File: config.mk
export PLATFORM = sky130hd
export DESIGN_NAME = spike_encoder_flat
export DESIGN_NICKNAME = d
export VERILOG_FILES = /design/src/rtl/snn_pkg.sv /design/src/rtl/spike_encoder_if.sv /design/src/rtl/spike_encoder_channel.sv /design/src/rtl/spike_encoder.sv /design/src/flat_wrapper.sv
export SDC_FILE = /design/constraint.sdc
export NUM_CORES = 1
export LEC_CHECK = 0
export CELL_PAD_IN_SITES_DETAIL_PLACEMENT = 1
export CELL_PAD_IN_SITES_GLOBAL_PLACEMENT = 2
export CORE_MARGIN = 8
export CORE_UTILIZATION = 35
export DETAILED_ROUTE_END_ITERATION = 10
export PLACE_DENSITY_LB_ADDON = 0.08
export SLEW_MARGIN = 30
export SYNTH_ARGS = -nofsm -noshare
export SYNTH_HDL_FRONTEND = slang
export SYNTH_SLANG_ARGS = --single-unit
export TNS_END_PERCENT = 1
File: constraint.sdc
create_clock -name clk -period 3.12 [get_ports clk]
set_input_delay 0.78 -clock clk [delete_from_list [all_inputs] [get_ports clk]]
set_output_delay 0.78 -clock clk [all_outputs]
set_load 0.01 [all_outputs]
File: src/rtl/snn_pkg.sv
// Shared definitions for the spiking-network blocks.
//   state_t    : encoder control states (IDLE, RUN, DONE)
//   LFSR_WIDTH : width of the per-channel pseudo-random generators
//   LFSR_TAPS  : Galois feedback mask for x^16+x^14+x^13+x^11+1
//   lfsr_step  : one right-shifting Galois LFSR advance
//   lfsr_seed  : per-channel seed derivation (base ^ index, never zero)
package snn_pkg;

   typedef enum logic [1:0] {
      IDLE = 2'd0,
      RUN  = 2'd1,
      DONE = 2'd2
   } state_t;

   localparam int LFSR_WIDTH = 16;
   localparam logic [LFSR_WIDTH-1:0] LFSR_TAPS = 16'hB400;

   function automatic logic [LFSR_WIDTH-1:0] lfsr_step(input logic [LFSR_WIDTH-1:0] s);
      lfsr_step = s[0] ? ((s >> 1) ^ LFSR_TAPS) : (s >> 1);
   endfunction

   // An all-zero LFSR would lock up, so a zero result is replaced by 1.
   function automatic logic [LFSR_WIDTH-1:0] lfsr_seed(input logic [LFSR_WIDTH-1:0] base,
                                                       input int unsigned idx);
      logic [LFSR_WIDTH-1:0] s;
      s = base ^ LFSR_WIDTH'(idx);
      lfsr_seed = (s == '0) ? {{(LFSR_WIDTH-1){1'b0}}, 1'b1} : s;
   endfunction

endpackage

File: src/rtl/spike_encoder_if.sv
// Load and timestep channels of the spike encoder.
// Handshake rule (both channels): a transfer happens on a rising clock edge
// where valid && ready; the source holds valid and its data stable until then.
//   load_valid/load_ready/load_data : intensity vector, channel c at [c*W +: W]
//   step_valid/step_ready/spike_out : one spike vector per timestep
// master = the side feeding intensities and consuming timesteps,
// slave  = the encoder.
interface spike_encoder_if #(
   parameter int NUM_CHANNELS    = 4,
   parameter int INTENSITY_WIDTH = 8
);
   logic                                    load_valid;
   logic                                    load_ready;
   logic [NUM_CHANNELS*INTENSITY_WIDTH-1:0] load_data;
   logic                                    step_valid;
   logic                                    step_ready;
   logic [NUM_CHANNELS-1:0]                 spike_out;

   modport master (
      output load_valid, load_data, step_ready,
      input  load_ready, step_valid, spike_out
   );

   modport slave (
      input  load_valid, load_data, step_ready,
      output load_ready, step_valid, spike_out
   );
endinterface

File: src/rtl/spike_encoder_channel.sv
// One encoder channel: intensity, phase accumulator, LFSR and spike bit.
//   clk, rst       : clock, asynchronous active-low reset
//   load           : capture load_intensity
//   load_intensity : new intensity word
//   init           : clear phase and reseed LFSR (start of a run)
//   advance        : compute the next timestep's spike
//   mode           : 0 = phase accumulator, 1 = LFSR comparison
//   spike          : registered spike bit of the current timestep
// load/init/advance may coincide on the start edge; the step computed then
// must see the new intensity and the freshly cleared phase/seed, so the
// datapath works on the "effective" values rather than the registers.
module spike_encoder_channel
   import snn_pkg::*;
#(
   parameter int                    INTENSITY_WIDTH = 8,
   parameter logic [LFSR_WIDTH-1:0] SEED            = 16'h0001
) (
   input  logic                       clk,
   input  logic                       rst,
   input  logic                       load,
   input  logic [INTENSITY_WIDTH-1:0] load_intensity,
   input  logic                       init,
   input  logic                       advance,
   input  logic                       mode,
   output logic                       spike
);

   logic [INTENSITY_WIDTH-1:0] intensity;
   logic [INTENSITY_WIDTH-1:0] phase;
   logic [LFSR_WIDTH-1:0]      lfsr;

   logic [INTENSITY_WIDTH-1:0] int_eff;
   logic [INTENSITY_WIDTH-1:0] phase_base;
   logic [LFSR_WIDTH-1:0]      lfsr_base;
   logic [INTENSITY_WIDTH:0]   sum;
   logic [LFSR_WIDTH-1:0]      lfsr_adv;
   logic                       spike_next;

   always_comb begin
      int_eff    = load ? load_intensity : intensity;
      phase_base = init ? '0 : phase;
      lfsr_base  = init ? SEED : lfsr;
      sum        = {1'b0, phase_base} + {1'b0, int_eff};
      lfsr_adv   = lfsr_step(lfsr_base);
      // Carry-out of the accumulator is the deterministic spike.
      spike_next = mode ? (int_eff > lfsr_adv[INTENSITY_WIDTH-1:0]) : sum[INTENSITY_WIDTH];
   end

   always_ff @(posedge clk or negedge rst) begin
      if (!rst) begin
         intensity <= '0;
         phase     <= '0;
         lfsr      <= SEED;
         spike     <= 1'b0;
      end else begin
         if (load) intensity <= load_intensity;
         if (advance) begin
            phase <= sum[INTENSITY_WIDTH-1:0];
            lfsr  <= lfsr_adv;
            spike <= spike_next;
         end else if (init) begin
            phase <= '0;
            lfsr  <= SEED;
         end
      end
   end

endmodule

File: src/rtl/spike_encoder.sv
// Rate-coded spike train generator.
//   clk, rst  : clock, asynchronous active-low reset
//   bus       : load channel (intensities) and step channel (spike vectors)
//   mode      : 0 deterministic, 1 stochastic; sampled at start
//   start     : begin a run (IDLE only)
//   num_steps : timesteps to emit; sampled at start
//   busy      : high while emitting timesteps
//   done      : one-cycle pulse after the last timestep
//   dbg_state : current control state
// Each timestep is computed on the edge that enters RUN or completes the
// previous handshake, so spike_out is always a register output.
module spike_encoder
   import snn_pkg::*;
#(
   parameter int                    NUM_CHANNELS    = 4,
   parameter int                    INTENSITY_WIDTH = 8,
   parameter int                    STEP_WIDTH      = 16,
   parameter logic [LFSR_WIDTH-1:0] SEED            = 16'hACE1
) (
   input  logic                  clk,
   input  logic                  rst,
   spike_encoder_if.slave        bus,
   input  logic                  mode,
   input  logic                  start,
   input  logic [STEP_WIDTH-1:0] num_steps,
   output logic                  busy,
   output logic                  done,
   output state_t                dbg_state
);

   state_t                  state, state_next;
   logic [STEP_WIDTH-1:0]   count;
   logic [STEP_WIDTH-1:0]   count_inc;
   logic [STEP_WIDTH-1:0]   steps_reg;
   logic                    mode_reg;
   logic                    mode_eff;
   logic                    load_en;
   logic                    init;
   logic                    advance;
   logic [NUM_CHANNELS-1:0] spike_vec;

   assign count_inc = count + STEP_WIDTH'(1);

   always_comb begin
      state_next = state;
      load_en    = 1'b0;
      init       = 1'b0;
      advance    = 1'b0;
      mode_eff   = mode_reg;
      case (state)
         IDLE: begin
            load_en = bus.load_valid;
            if (start) begin
               init     = 1'b1;
               mode_eff = mode;
               if (num_steps == '0) begin
                  state_next = DONE;
               end else begin
                  advance    = 1'b1;
                  state_next = RUN;
               end
            end
         end
         RUN: begin
            if (bus.step_ready) begin
               if (count_inc == steps_reg) state_next = DONE;
               else                        advance    = 1'b1;
            end
         end
         DONE:    state_next = IDLE;
         default: state_next = IDLE;
      endcase
   end

   always_ff @(posedge clk or negedge rst) begin
      if (!rst) begin
         state     <= IDLE;
         count     <= '0;
         steps_reg <= '0;
         mode_reg  <= 1'b0;
      end else begin
         state <= state_next;
         if (state == IDLE && start) begin
            count     <= '0;
            steps_reg <= num_steps;
            mode_reg  <= mode;
         end else if (state == RUN && bus.step_ready) begin
            count <= count_inc;
         end
      end
   end

   for (genvar c = 0; c < NUM_CHANNELS; c++) begin : g_ch
      localparam logic [LFSR_WIDTH-1:0] CH_SEED = lfsr_seed(SEED, c);
      spike_encoder_channel #(
         .INTENSITY_WIDTH (INTENSITY_WIDTH),
         .SEED            (CH_SEED)
      ) u_ch (
         .clk            (clk),
         .rst            (rst),
         .load           (load_en),
         .load_intensity (bus.load_data[c*INTENSITY_WIDTH +: INTENSITY_WIDTH]),
         .init           (init),
         .advance        (advance),
         .mode           (mode_eff),
         .spike          (spike_vec[c])
      );
   end

   assign bus.spike_out  = spike_vec;
   assign bus.load_ready = (state == IDLE);
   assign bus.step_valid = (state == RUN);
   assign busy           = (state == RUN);
   assign done           = (state == DONE);
   assign dbg_state      = state;

endmodule

File: src/flat_wrapper.sv
// flat-port wrapper written by rule: the top's interface ports become plain ports
module spike_encoder_flat import snn_pkg::*;
#(
   parameter int                    NUM_CHANNELS    = 4,
   parameter int                    INTENSITY_WIDTH = 8,
   parameter int                    STEP_WIDTH      = 16,
   parameter logic [LFSR_WIDTH-1:0] SEED            = 16'hACE1
)
  (clk, rst, mode, start, num_steps, busy, done, dbg_state, bus_load_valid, bus_load_data, bus_step_ready, bus_load_ready, bus_step_valid, bus_spike_out);
  spike_encoder_if #(.NUM_CHANNELS(NUM_CHANNELS), .INTENSITY_WIDTH(INTENSITY_WIDTH)) bus_i ();
  input  logic clk;
  input  logic rst;
  input  logic mode;
  input  logic start;
  input  logic [STEP_WIDTH-1:0] num_steps;
  output logic busy;
  output logic done;
  output state_t dbg_state;
  input wire logic [$bits(bus_i.load_valid)-1:0] bus_load_valid;
  input wire logic [$bits(bus_i.load_data)-1:0] bus_load_data;
  input wire logic [$bits(bus_i.step_ready)-1:0] bus_step_ready;
  output wire logic [$bits(bus_i.load_ready)-1:0] bus_load_ready;
  output wire logic [$bits(bus_i.step_valid)-1:0] bus_step_valid;
  output wire logic [$bits(bus_i.spike_out)-1:0] bus_spike_out;
  assign bus_i.load_valid = bus_load_valid;
  assign bus_i.load_data = bus_load_data;
  assign bus_i.step_ready = bus_step_ready;
  assign bus_load_ready = bus_i.load_ready;
  assign bus_step_valid = bus_i.step_valid;
  assign bus_spike_out = bus_i.spike_out;
  spike_encoder #(.NUM_CHANNELS(NUM_CHANNELS), .INTENSITY_WIDTH(INTENSITY_WIDTH), .STEP_WIDTH(STEP_WIDTH), .SEED(SEED)) u_core (.clk(clk), .rst(rst), .bus(bus_i), .mode(mode), .start(start), .num_steps(num_steps), .busy(busy), .done(done), .dbg_state(dbg_state));
endmodule
==> impl_results.md, run 1 <==
- Status: finished, violations left
- Violated checks: setup timing
- Largest net degree at the start of global routing: 66
- Die Y: 181 µm
- Nature of the critical path endpoint: flop
- Final Skew: 0.0142 ns
- GRT Total Usage: 17.3%
- Initial Util: 35.6%
- Critical path's slowest cell: clkdlybuf4s50_1
- Detailed Routing Iterations Pass 1: 4
- Final setup fails: 3
- Die ar.: 0.0329 mm²
- Clk buf depth: 2
- Leading post-synthesis cells by cell area: dfrtp_1 35%, dfstp_2 8.8%, ha_1 8.5%
- Cells after DPL: 1,455
- Pins Over Slew Limit: 0
- Critical path's top delay family: buffers and inverters
- Initial antenna violation count: 0
- Area leader, netlist: dfrtp_1
- Max cap viols: 0
- Post-Syn Area: 0.00956 mm²
- Register area share after synthesis: 44.1%
- DRT Wirelength: 27.6 mm
- Flops & latches, synth: 167
- Leakage: 5.52 nW
- Global-route wire length before repair: 45.9 mm
- R2R cell count: 15
- Post-synth EDFFs: 0
- Vias: 7,642
- Crit-path max cell delay: 0.45 ns
- Layout Nets: 1,259
- Worst Tran Pin Value: 0.694 ns
- Post-synth cell types: 53
- Max FFs per register: 64
- CTS sink count: 167
- Syn nets: 1,075
- Share of the synthesized area in the top cell type: 35.3%
- HPWL Detailed: 19.9 mm
- Drt initial violations: 313
- Crit path kind: in2reg
- Worst reg-to-reg setup slack: 0.09 ns
- RSZ-0062 raised after global routing: true
- Hold slack: 0.327 ns
- Reg2reg end: u_core.g_ch[0].u_ch.phase[6]
- CP cell instances: clkdlybuf4s50_1 -> and2_4 -> buf_4 -> mux2_2 -> ha_2 -> fa_2 -> a21oi_2 -> nor2b_1 -> o21ai_1 -> buf_4 -> nand2b_1 -> a211oi_2 -> nor2_1 -> mux2_4
- Count leader, synth: dfrtp_1
- Placer Congestion: 0.799
- Via density: 5.13
- Top_reg_cell synth: dfrtp_1
- Port Buf Inserts: 63
- H-tree depth: 4
- Core Util, Final: 46.3%
- Ys Warns: 0
- Post-route minimum period: 3.15 ns
- Ports: 64
- Startpoint types: input port
- Die span in x: 181 µm
- Clk slew on worst S/H paths: 0.07 ns
- Worst vdd ir: 498 µV
- Clock tree root driver cell: clkbuf_16
- Tcrit/Tclk final: 101%
- Cells after Synth: 952
- Layout area overhead: 30.2%
- Vias in the first global route: 8,365
- Ant diodes: 0
- Hold Path Class: in2async
- Fraction of layout cells with a size suffix above 1: 28.5%
- Place WS: -0.692 ns
- Worst Path Buf+Inv: 3
- Final Hold Viols: 0
- Worst Path Required: 3.43 ns
- Crit Path Max Fanout: 5
- Worst-skew pair later-pin latency: 0.43 ns
- Cell Pwr Density: 1060 mW/mm²
- CTS tree: yes
- Synth async-reset ratio: 100%
- Wire per inst: 18.5 µm
- Largest regs: u_core.g_ch.u_ch.lfsr: 64 flops, u_core.g_ch.u_ch.intensity: 32 flops, u_core.g_ch.u_ch.phase: 32 flops
- Grt ovf: 0
- Commonest cells post-synth: 135 x dfrtp_1, 99 x nand2_1, 86 x o21ai_0, 65 x ha_1, 63 x nor2_1
- Largest register by flop count: u_core.g_ch.u_ch.lfsr
- Num rows: 60
- # DRC: 0
- CP most frequent cell: buf_4
- Max Clk Rate: 0.318 GHz
- Slew Limit Headroom: 53.7%
- Non-filler cells, final: 1,490
- Total core area: 0.0269 mm²
- Final setup margin: -0.0260 ns
- Post-Syn Area per Cell: 10.0 µm²
- R2r startpoint: u_core.dbg_state[0]
- CTS Buf Count: 17
- Post-route ant nets: 0
- Crit path DAT: 3.46 ns
[report_power, final]
group / switching (W) / internal (W)
Sequential: 0.000434 / 0.00326
Clock: 0.000932 / 0.00131
Combinational: 0.00332 / 0.00394
Total: 0.00468 / 0.00851
[layer usage]
metal  part of all wire [%]  GRT usage [%]  up-vias
met2                     48           28.7       72
li1                       -              -     3747
met4                   0.84           3.38        0
met5                      0              0        -
met1                     49           23.4     3809
met3                    1.9           3.29       14
[repair_timing]
action,CTS,global route
resized for setup,30,18
buffers inserted,2,0
pin swaps,6,5
cloned,1,0
hold buffers,0,0
endpoints found under the setup margin,13,52
[area by class of cell]
type / instances / area, µm²
clock buffers: 22 / 464
clock inverters: 10 / 146
fillers: 3010 / 14400
inverters: 9 / 33.8
multi-input cells: 717 / 5200
flip-flops and latches: 167 / 4220
well taps: 341 / 427
repair buffers: 224 / 1950
[metrics by stage]
| step | cell area [µm²] | setup TNS (ns) | power, W |
|---|---|---|---|
| 3_3_place_gp | 11600 | -10.24 | 0.0104 |
| 2_1_floorplan | 9580 | -0.181 | 0.00801 |
| 6_report | 12400 | -0.0628 | 0.0132 |
| 3_5_place_dp | 11600 | -10.85 | 0.0106 |
| 5_1_grt | 12400 | -1.02 | 0.0144 |
| 4_1_cts | 12400 | -0.0965 | 0.0132 |
[cell usage in the layout (no fill, tap or decap), types with 6 or more instances in the layout]
cell / instances
a31oi_1: 14
buf_12: 8
a211oi_1: 12
a21oi_1: 53
nor2b_1: 11
ha_1: 59
dfstp_2: 32
a21o_1: 7
mux2i_1: 25
clkbuf_16: 17
nand2_1: 98
nor3_1: 20
nand3_1: 28
inv_1: 9
o21ai_0: 74
xor2_1: 18
o21ai_1: 8
dfrtp_1: 134
and2_1: 38
clkdlybuf4s50_1: 62
xnor2_1: 26
mux2_4: 25
mux2_2: 35
or3_1: 6
nand4_1: 9
nor4_1: 7
a21oi_2: 7
buf_4: 149
nor2_1: 61
[how the worst max path moves through the flow]
stage	cells after the start	from	to
detailed placement	13	bus_load_valid	u_core.g_ch[1].u_ch.spike
global placement	13	bus_load_valid	u_core.g_ch[2].u_ch.phase[6]
global route	14	bus_load_valid	u_core.g_ch[0].u_ch.phase[6]
floorplan	12	bus_load_valid	u_core.g_ch[0].u_ch.spike
CTS	14	bus_load_valid	u_core.g_ch[0].u_ch.phase[6]
finish	14	bus_load_valid	u_core.g_ch[0].u_ch.phase[6]
[logic make-up (layout without fill, tap and decap cells)]
group / after synthesis / after routing / synth area share [%]
AO/OA/AOI/OAI: 215 / 215 / 13.3
XOR/XNOR: 44 / 44 / 4.03
adder cells (fa/ha/maj): 69 / 69 / 9.35
buffers and inverters: 68 / 265 / 3.30
flip-flops: 167 / 167 / 44.1
multiplexers: 85 / 85 / 10.7
AND/OR/NAND/NOR: 304 / 304 / 15.2
Note: power is estimated with default switching activity, not from simulation.
==> run 2, diff against run 1 <==
--- a/config.mk
+++ b/config.mk
@@ -11,6 +11,8 @@
 export CORE_UTILIZATION = 35
 export DETAILED_ROUTE_END_ITERATION = 10
 export PLACE_DENSITY_LB_ADDON = 0.08
+export REMOVE_ABC_BUFFERS = 1
+export SETUP_SLACK_MARGIN = 0.02
 export SLEW_MARGIN = 30
 export SYNTH_ARGS = -nofsm -noshare
 export SYNTH_HDL_FRONTEND = slang
==> constraint.sdc (replaced) <==
create_clock -name clk -period 3.12 [get_ports clk]
set_input_delay 0.78 -clock clk [delete_from_list [all_inputs] [get_ports clk]]
set_output_delay 0.78 -clock clk [all_outputs]
set_load 0.05 [all_outputs]
==> run 2 against run 1 <==
Net effect: the run now ends clean; via count rose by 0.37%; wire length barely moved; sequential power barely moved; core utilization rose by 0.36 points; clock power fell by 9.4%; die area did not move; sequential cell count did not move; critical endpoint is now u_core.g_ch[1].u_ch.spike; largest power group unchanged; highest routed layer unchanged.
==> impl_results.md, run 2 (same netlist as run 1, synthesis figures left out) <==
- Status: finished clean
- Final Skew: 0.0144 ns (+0.000233 ns)
- CTS Buf Count: 17 (unchanged)
- Commonest non-fill, non-tap cell in the layout: buf_4
- CTS sink count: 167 (unchanged)
- Cells after DPL: 1,453 (-0.14%)
- Detailed Routing Iterations Pass 1: 4 (unchanged)
- Global-route wire length before repair: 46.1 mm (+0.53%)
- Wire per inst: 18.5 µm (-0.22%)
- R2r startpoint: u_core.dbg_state[0]
- Worst Path Required: 3.44 ns (about the same)
- Final setup fails: 0 (-3)
- Crit path launch: start
- Layout Nets: 1,263 (+0.32%)
- Tcrit/Tclk final: 96.9% (-3.9 points)
- R2R cell count: 14 (-1)
- Initial antenna violation count: 0 (unchanged)
- Worst Tran Pin Value: 0.727 ns (+0.0325 ns)
- Die ar.: 0.0329 mm² (unchanged)
- Fin Setup TNS: 0 ns (+0.0628 ns)
- Ant diodes: 0 (unchanged)
- Leakage: 5.58 nW (+0.99%)
- Vias in the first global route: 8,604 (+2.9%)
- # DRC: 0 (unchanged)
- Initial Util: 35.6% (unchanged)
- Max Clk Rate: 0.331 GHz (+4.0%)
- Largest register by flop count: u_core.g_ch.u_ch.lfsr
- Layout area overhead: 31.2%
- Post-route minimum period: 3.02 ns (-0.122 ns)
- Die span in x: 181 µm (unchanged)
- Max cap viols: 0 (unchanged)
- Total core area: 0.0269 mm² (unchanged)
- Slew Limit Headroom: 51.4% (-2.3 points)
- Placer Congestion: 0.775 (-3.1%)
- RSZ-0062 raised after global routing: true
- Crit path DAT: 3.34 ns (-0.12 ns)
- Die Y: 181 µm (unchanged)
- DRT Wirelength: 27.6 mm (about the same)
- Place WS: -0.685 ns (+0.00662 ns)
- Post-route ant nets: 0 (unchanged)
- CP endpoint: u_core.g_ch[1].u_ch.spike
- Via density: 5.13 (about the same)
- Fraction of layout cells with a size suffix above 1: 28.8% (+0.33 points)
- Worst-skew pair later-pin latency: 0.43 ns (about the same)
- Grt ovf: 0 (unchanged)
- Worst reg-to-reg setup slack: 0.14 ns (+0.05 ns)
- Nature of the critical path endpoint: flop
- Crit path kind: in2reg
- Clk slew on worst S/H paths: 0.07 ns (about the same)
- H-tree depth: 4 (unchanged)
- CTS tree: yes
- Largest regs: u_core.g_ch.u_ch.lfsr: 64 flops, u_core.g_ch.u_ch.intensity: 32 flops, u_core.g_ch.u_ch.phase: 32 flops
- Crit Path Max Fanout: 15 (+10)
- Non-filler cells, final: 1,494 (+0.27%)
- Most frequent cells in the layout: 149 x buf_4, 135 x dfrtp_1, 98 x nand2_1
- Clk buf depth: 2 (unchanged)
- Final setup margin: 0.0961 ns (+0.122 ns)
- Clock tree root driver cell: clkbuf_16
- Num rows: 60 (unchanged)
- Startpoint types: input port
- Largest net degree at the start of global routing: 62 (-6.1%)
- GRT Total Usage: 17.3% (-0.027 points)
- Cell Pwr Density: 1050 mW/mm² (-0.58%)
- Hold Path Class: in2async
- Ports: 64 (unchanged)
- Vias: 7,670 (+0.37%)
- Pins Over Slew Limit: 0 (unchanged)
- Reg2reg end: u_core.g_ch[1].u_ch.spike
- Worst vdd ir: 476 µV (-4.4%)
- Area post-placement: 0.0117 mm² (+0.18%)
- Design area: 0.0125 mm² (+0.77%)
- Drt initial violations: 322 (+2.9%)
- Max FFs per register: 64 (unchanged)
- HPWL Detailed: 19.1 mm (-4.0%)
- Port Buf Inserts: 63 (unchanged)
- Final Hold Viols: 0 (unchanged)
run 2: worst min-delay path by stage:
stage	end	slack, ns
2_1_floorplan	u_core.steps_reg[6]	0.45
3_3_place_gp	u_core.g_ch[1].u_ch.lfsr[15]	0.48
3_5_place_dp	u_core.g_ch[3].u_ch.lfsr[15]	0.49
4_1_cts	u_core.steps_reg[10]	0.28
5_1_grt	u_core.steps_reg[10]	0.32
6_report	u_core.steps_reg[10]	0.28
run 2: timing repair:
action / 4_1_cts / 5_1_grt
cloned: 1 / 0
resized for setup: 52 / 19
hold buffers: 0 / 0
buffers inserted: 7 / 1
endpoints found under the setup margin: 13 / 100
pin swaps: 12 / 7
run 2: area by class of cell:
type / count / area (µm²)
fill: 2952 / 14300
multi-input combinational: 717 / 5270
sequential: 167 / 4220
timing repair buffer: 228 / 2060
clock buffer: 24 / 462
tap: 341 / 427
clock inverter: 8 / 76.3
inverter: 9 / 33.8
run 2: power by group:
part / switching (W) / internal, W
sequential: 0.000425 / 0.00325
combinational: 0.00343 / 0.00407
clock: 0.000912 / 0.00112
total: 0.00477 / 0.00845
run 2: metrics by stage:
step | utilization [%] | hold WS (ns) | power [W]
after floorplan | - | 0.452 | 0.00801
after global placement | 43.3 | 0.476 | 0.0105
after detailed placement | 43.4 | 0.488 | 0.0107
after CTS | 46.4 | 0.281 | 0.0133
after global routing | 46.7 | 0.318 | 0.0144
final | 46.7 | 0.280 | 0.0132
run 2: critical path, stage by stage:
cell             delay [ns]
clkdlybuf4s50_1        0.49
nand2_2                0.08
buf_12                 0.16
and2_4                 0.18
ha_4                   0.17
fa_2                   0.40
a21oi_2                0.16
nor2b_1                0.07
o21ai_1                0.13
buf_4                  0.15
a21oi_4                0.06
nor3_2                 0.17
o32ai_1                0.09
mux2_4                 0.26
run 2: routing by layer:
layer / share of wire [%] / track usage [%] / up-vias / wire [µm]
li1: - / - / 3752 / -
met1: 48 / 23.1 / 3825 / 13100
met2: 49 / 28.8 / 77 / 13600
met3: 2.2 / 2.93 / 16 / 613
met4: 0.86 / 4.26 / 0 / 238
met5: 0 / 0 / - / 0
==> run 3, diff against run 2 <==
--- a/config.mk
+++ b/config.mk
@@ -7,7 +7,6 @@
 export LEC_CHECK = 0
 export CELL_PAD_IN_SITES_DETAIL_PLACEMENT = 1
 export CELL_PAD_IN_SITES_GLOBAL_PLACEMENT = 2
-export CORE_MARGIN = 8
 export CORE_UTILIZATION = 35
 export DETAILED_ROUTE_END_ITERATION = 10
 export PLACE_DENSITY_LB_ADDON = 0.08
==> run 3 against run 2 <==
Net effect: die area is 15% lower; highest routed layer unchanged; setup slack worse by 0.0076 ns; register-to-register slack hardly changed; clock power is 6% higher.
==> impl_results.md, run 3 (same netlist as run 1, synthesis figures left out) <==
- Status: finished clean
- Crit Path Max Fanout: 15 (unchanged)
- Leakage: 5.57 nW (-0.16%)
- Die Y: 167 µm (-7.7%)
- HPWL Detailed: 18.6 mm (-2.6%)
- Hold slack: 0.301 ns (+0.0214 ns)
- Net Switching: 0.00487 W (+2.1%)
- # DRC: 0 (unchanged)
- Clock tree root driver cell: clkbuf_16
- Die span in x: 167 µm (-7.7%)
- Worst Path Buf+Inv: 4 (+1)
- Reg2reg end: u_core.g_ch[1].u_ch.spike
- Pins Over Slew Limit: 0 (unchanged)
- Post-route ant nets: 0 (unchanged)
- Ports: 64 (unchanged)
- Final setup fails: 0 (unchanged)
- Worst vdd ir: 471 µV (-0.94%)
- R2r startpoint: u_core.dbg_state[0]
- Cells after DPL: 1,456 (+0.21%)
- Startpoint types: input port
- Die ar.: 0.0280 mm² (-15%)
- Max cap viols: 0 (unchanged)
- Max FFs per register: 64 (unchanged)
- Crit path DAT: 3.38 ns (+0.04 ns)
- Sw frac: 37.0% (+0.86 points)
- Fin Setup TNS: 0 ns (unchanged)
- Slew Limit Headroom: 55.5% (+4.1 points)
- Clk slew on worst S/H paths: 0.08 ns (about the same)
- Layout Nets: 1,265 (+0.16%)
- Reg power frac: 27.9% (about the same)
- Max Clk Rate: 0.330 GHz (-0.25%)
- Wire per inst: 18.1 µm (-1.8%)
- Crit path kind: in2reg
- Vias in the first global route: 8,326 (-3.2%)
- Commonest non-fill, non-tap cell in the layout: buf_4
- Largest register by flop count: u_core.g_ch.u_ch.lfsr
- Cell Pwr Density: 1060 mW/mm² (+0.35%)
- Largest net degree at the start of global routing: 57 (-8.1%)
- CP cell instances: clkdlybuf4s50_1 -> nand2_2 -> buf_12 -> buf_4 -> and2_1 -> ha_1 -> a21o_1 -> a21oi_1 -> o21ai_0 -> o41ai_1 -> buf_4 -> xnor2_1 -> a22o_1
- Worst Path Required: 3.47 ns (+0.03 ns)
- Power Total: 0.0132 W (-0.24%)
- Non-filler cells, final: 1,497 (+0.20%)
- Hold_buf cts: 0 (unchanged)
- Vias: 7,764 (+1.2%)
- Grt ovf: 0 (unchanged)
- Final Skew: 0.0160 ns (+0.00162 ns)
- Post-route minimum period: 3.03 ns (+0.00756 ns)
- Num rows: 60 (unchanged)
- Combinational cell fraction of total power: 55.8% (-1.0 points)
- Tcrit/Tclk final: 97.2% (+0.24 points)
- Final Hold Viols: 0 (unchanged)
- Total core area: 0.0269 mm² (unchanged)
- Initial Util: 35.6% (unchanged)
- Nature of the critical path endpoint: flop
- R2R cell count: 13 (-1)
- RSZ-0062 raised after global routing: true
- Crit-path max cell delay: 0.50 ns (about the same)
- Drt initial violations: 386 (+20%)
- CTS Buf Count: 17 (unchanged)
- Detailed Routing Iterations Pass 1: 4 (unchanged)
- Placer Congestion: 0.774 (about the same)
- Worst reg-to-reg setup slack: 0.13 ns (about the same)
- Initial antenna violation count: 0 (unchanged)
- Clk network pwr share: 16.4% (+1.0 points)
- Int Pwr: 0.00831 W (-1.6%)
- GRT Total Usage: 20.6% (+3.3 points)
- Clk buf depth: 2 (unchanged)
- Critical path's top delay family: compound AO/OA/AOI/OAI gates
- Layout area overhead: 30.5%
- CTS tree: yes
- CP most frequent cell: buf_4
- Hold Path Class: in2async
- Worst-skew pair later-pin latency: 0.45 ns (+0.02 ns)
- DRT Wirelength: 27.1 mm (-1.6%)
- Worst Tran Pin Value: 0.666 ns (-0.0603 ns)
- Port Buf Inserts: 63 (unchanged)
- Global-route wire length before repair: 45.3 mm (-1.8%)
- Fill cells: 2,983 (+1.1%)
- Via density: 5.19 (+1.0%)
- Core Util, Final: 46.4% (-0.27 points)
- CTS sink count: 167 (unchanged)
- Largest regs: u_core.g_ch.u_ch.lfsr: 64 flops, u_core.g_ch.u_ch.intensity: 32 flops, u_core.g_ch.u_ch.phase: 32 flops
- H-tree depth: 4 (unchanged)
- Critical path's slowest cell: clkdlybuf4s50_1
- Fraction of layout cells with a size suffix above 1: 28.4% (-0.40 points)
- Most frequent cells in the layout: 154 x buf_4, 135 x dfrtp_1, 98 x nand2_1
run 3: cell count changes in the layout (fill, tap and decap cells not counted), sizes merged:
cell,previous run,this run
clkbuf,24,17
buf,166,168
inv,10,17
clkinvlp,0,1
bufinv,1,0
diode,0,1
run 3: metrics by stage:
stage / instance area (µm²) / setup WS [ns]
2_1_floorplan: 9280 / -1.91
3_3_place_gp: 11600 / -0.670
3_5_place_dp: 11600 / -0.719
4_1_cts: 12400 / 0.0622
5_1_grt: 12500 / -0.00865
6_report: 12500 / 0.0886
run 3: how the worst max path moves through the flow:
| stage | from | endpoint | slack [ns] | depth (start not counted) |
|---|---|---|---|---|
| 5_1_grt | start | u_core.g_ch[1].u_ch.phase[7] | -0.009 | 13 |
| 3_5_place_dp | bus_load_valid | u_core.g_ch[2].u_ch.spike | -0.72 | 14 |
| 4_1_cts | u_core.dbg_state[0] | u_core.g_ch[2].u_ch.spike | 0.06 | 15 |
| 6_report | start | u_core.g_ch[1].u_ch.phase[7] | 0.09 | 13 |
| 3_3_place_gp | bus_load_valid | u_core.g_ch[2].u_ch.phase[6] | -0.67 | 14 |
| 2_1_floorplan | u_core.dbg_state[0] | u_core.g_ch[0].u_ch.spike | -1.91 | 4 |
run 3: repair_timing:
item                       4_1_cts  5_1_grt
pin swaps                        7       10
gates cloned                     1        0
resized for setup               22       24
setup endpoints to repair       12       66
buffers inserted                 6        1
run 3: layout make-up:
cell class              instances  area [µm²]  area share, %
diodes                          1        2.50         0.0201
clock buffers                  17         425           3.41
clock inverters                15         159           1.27
inverters                       9        33.8          0.271
multi-input cells             717        5180           41.5
flip-flops and latches        167        4220           33.8
well taps                     341         427           3.42
repair buffers                230        2030           16.3
run 3: metal layers:
metal	global-route usage [%]	vias up	part of all wire, %
met5	0	-	0
met4	5.15	0	1.1
met3	3.10	20	2.3
met2	34.7	68	48
met1	27.6	3910	48
li1	-	3766	-
run 3: power by group through the flow:
| stage | Sequential, W | Clock, W | Combinational (W) |
|---|---|---|---|
| floorplan | 0.00366 | 0 | 0.00435 |
| global placement | 0.00368 | 0 | 0.00690 |
| detailed placement | 0.00371 | 0 | 0.00709 |
| CTS | 0.00368 | 0.00221 | 0.00730 |
| global route | 0.00378 | 0.00229 | 0.00827 |
| finish | 0.00367 | 0.00216 | 0.00735 |
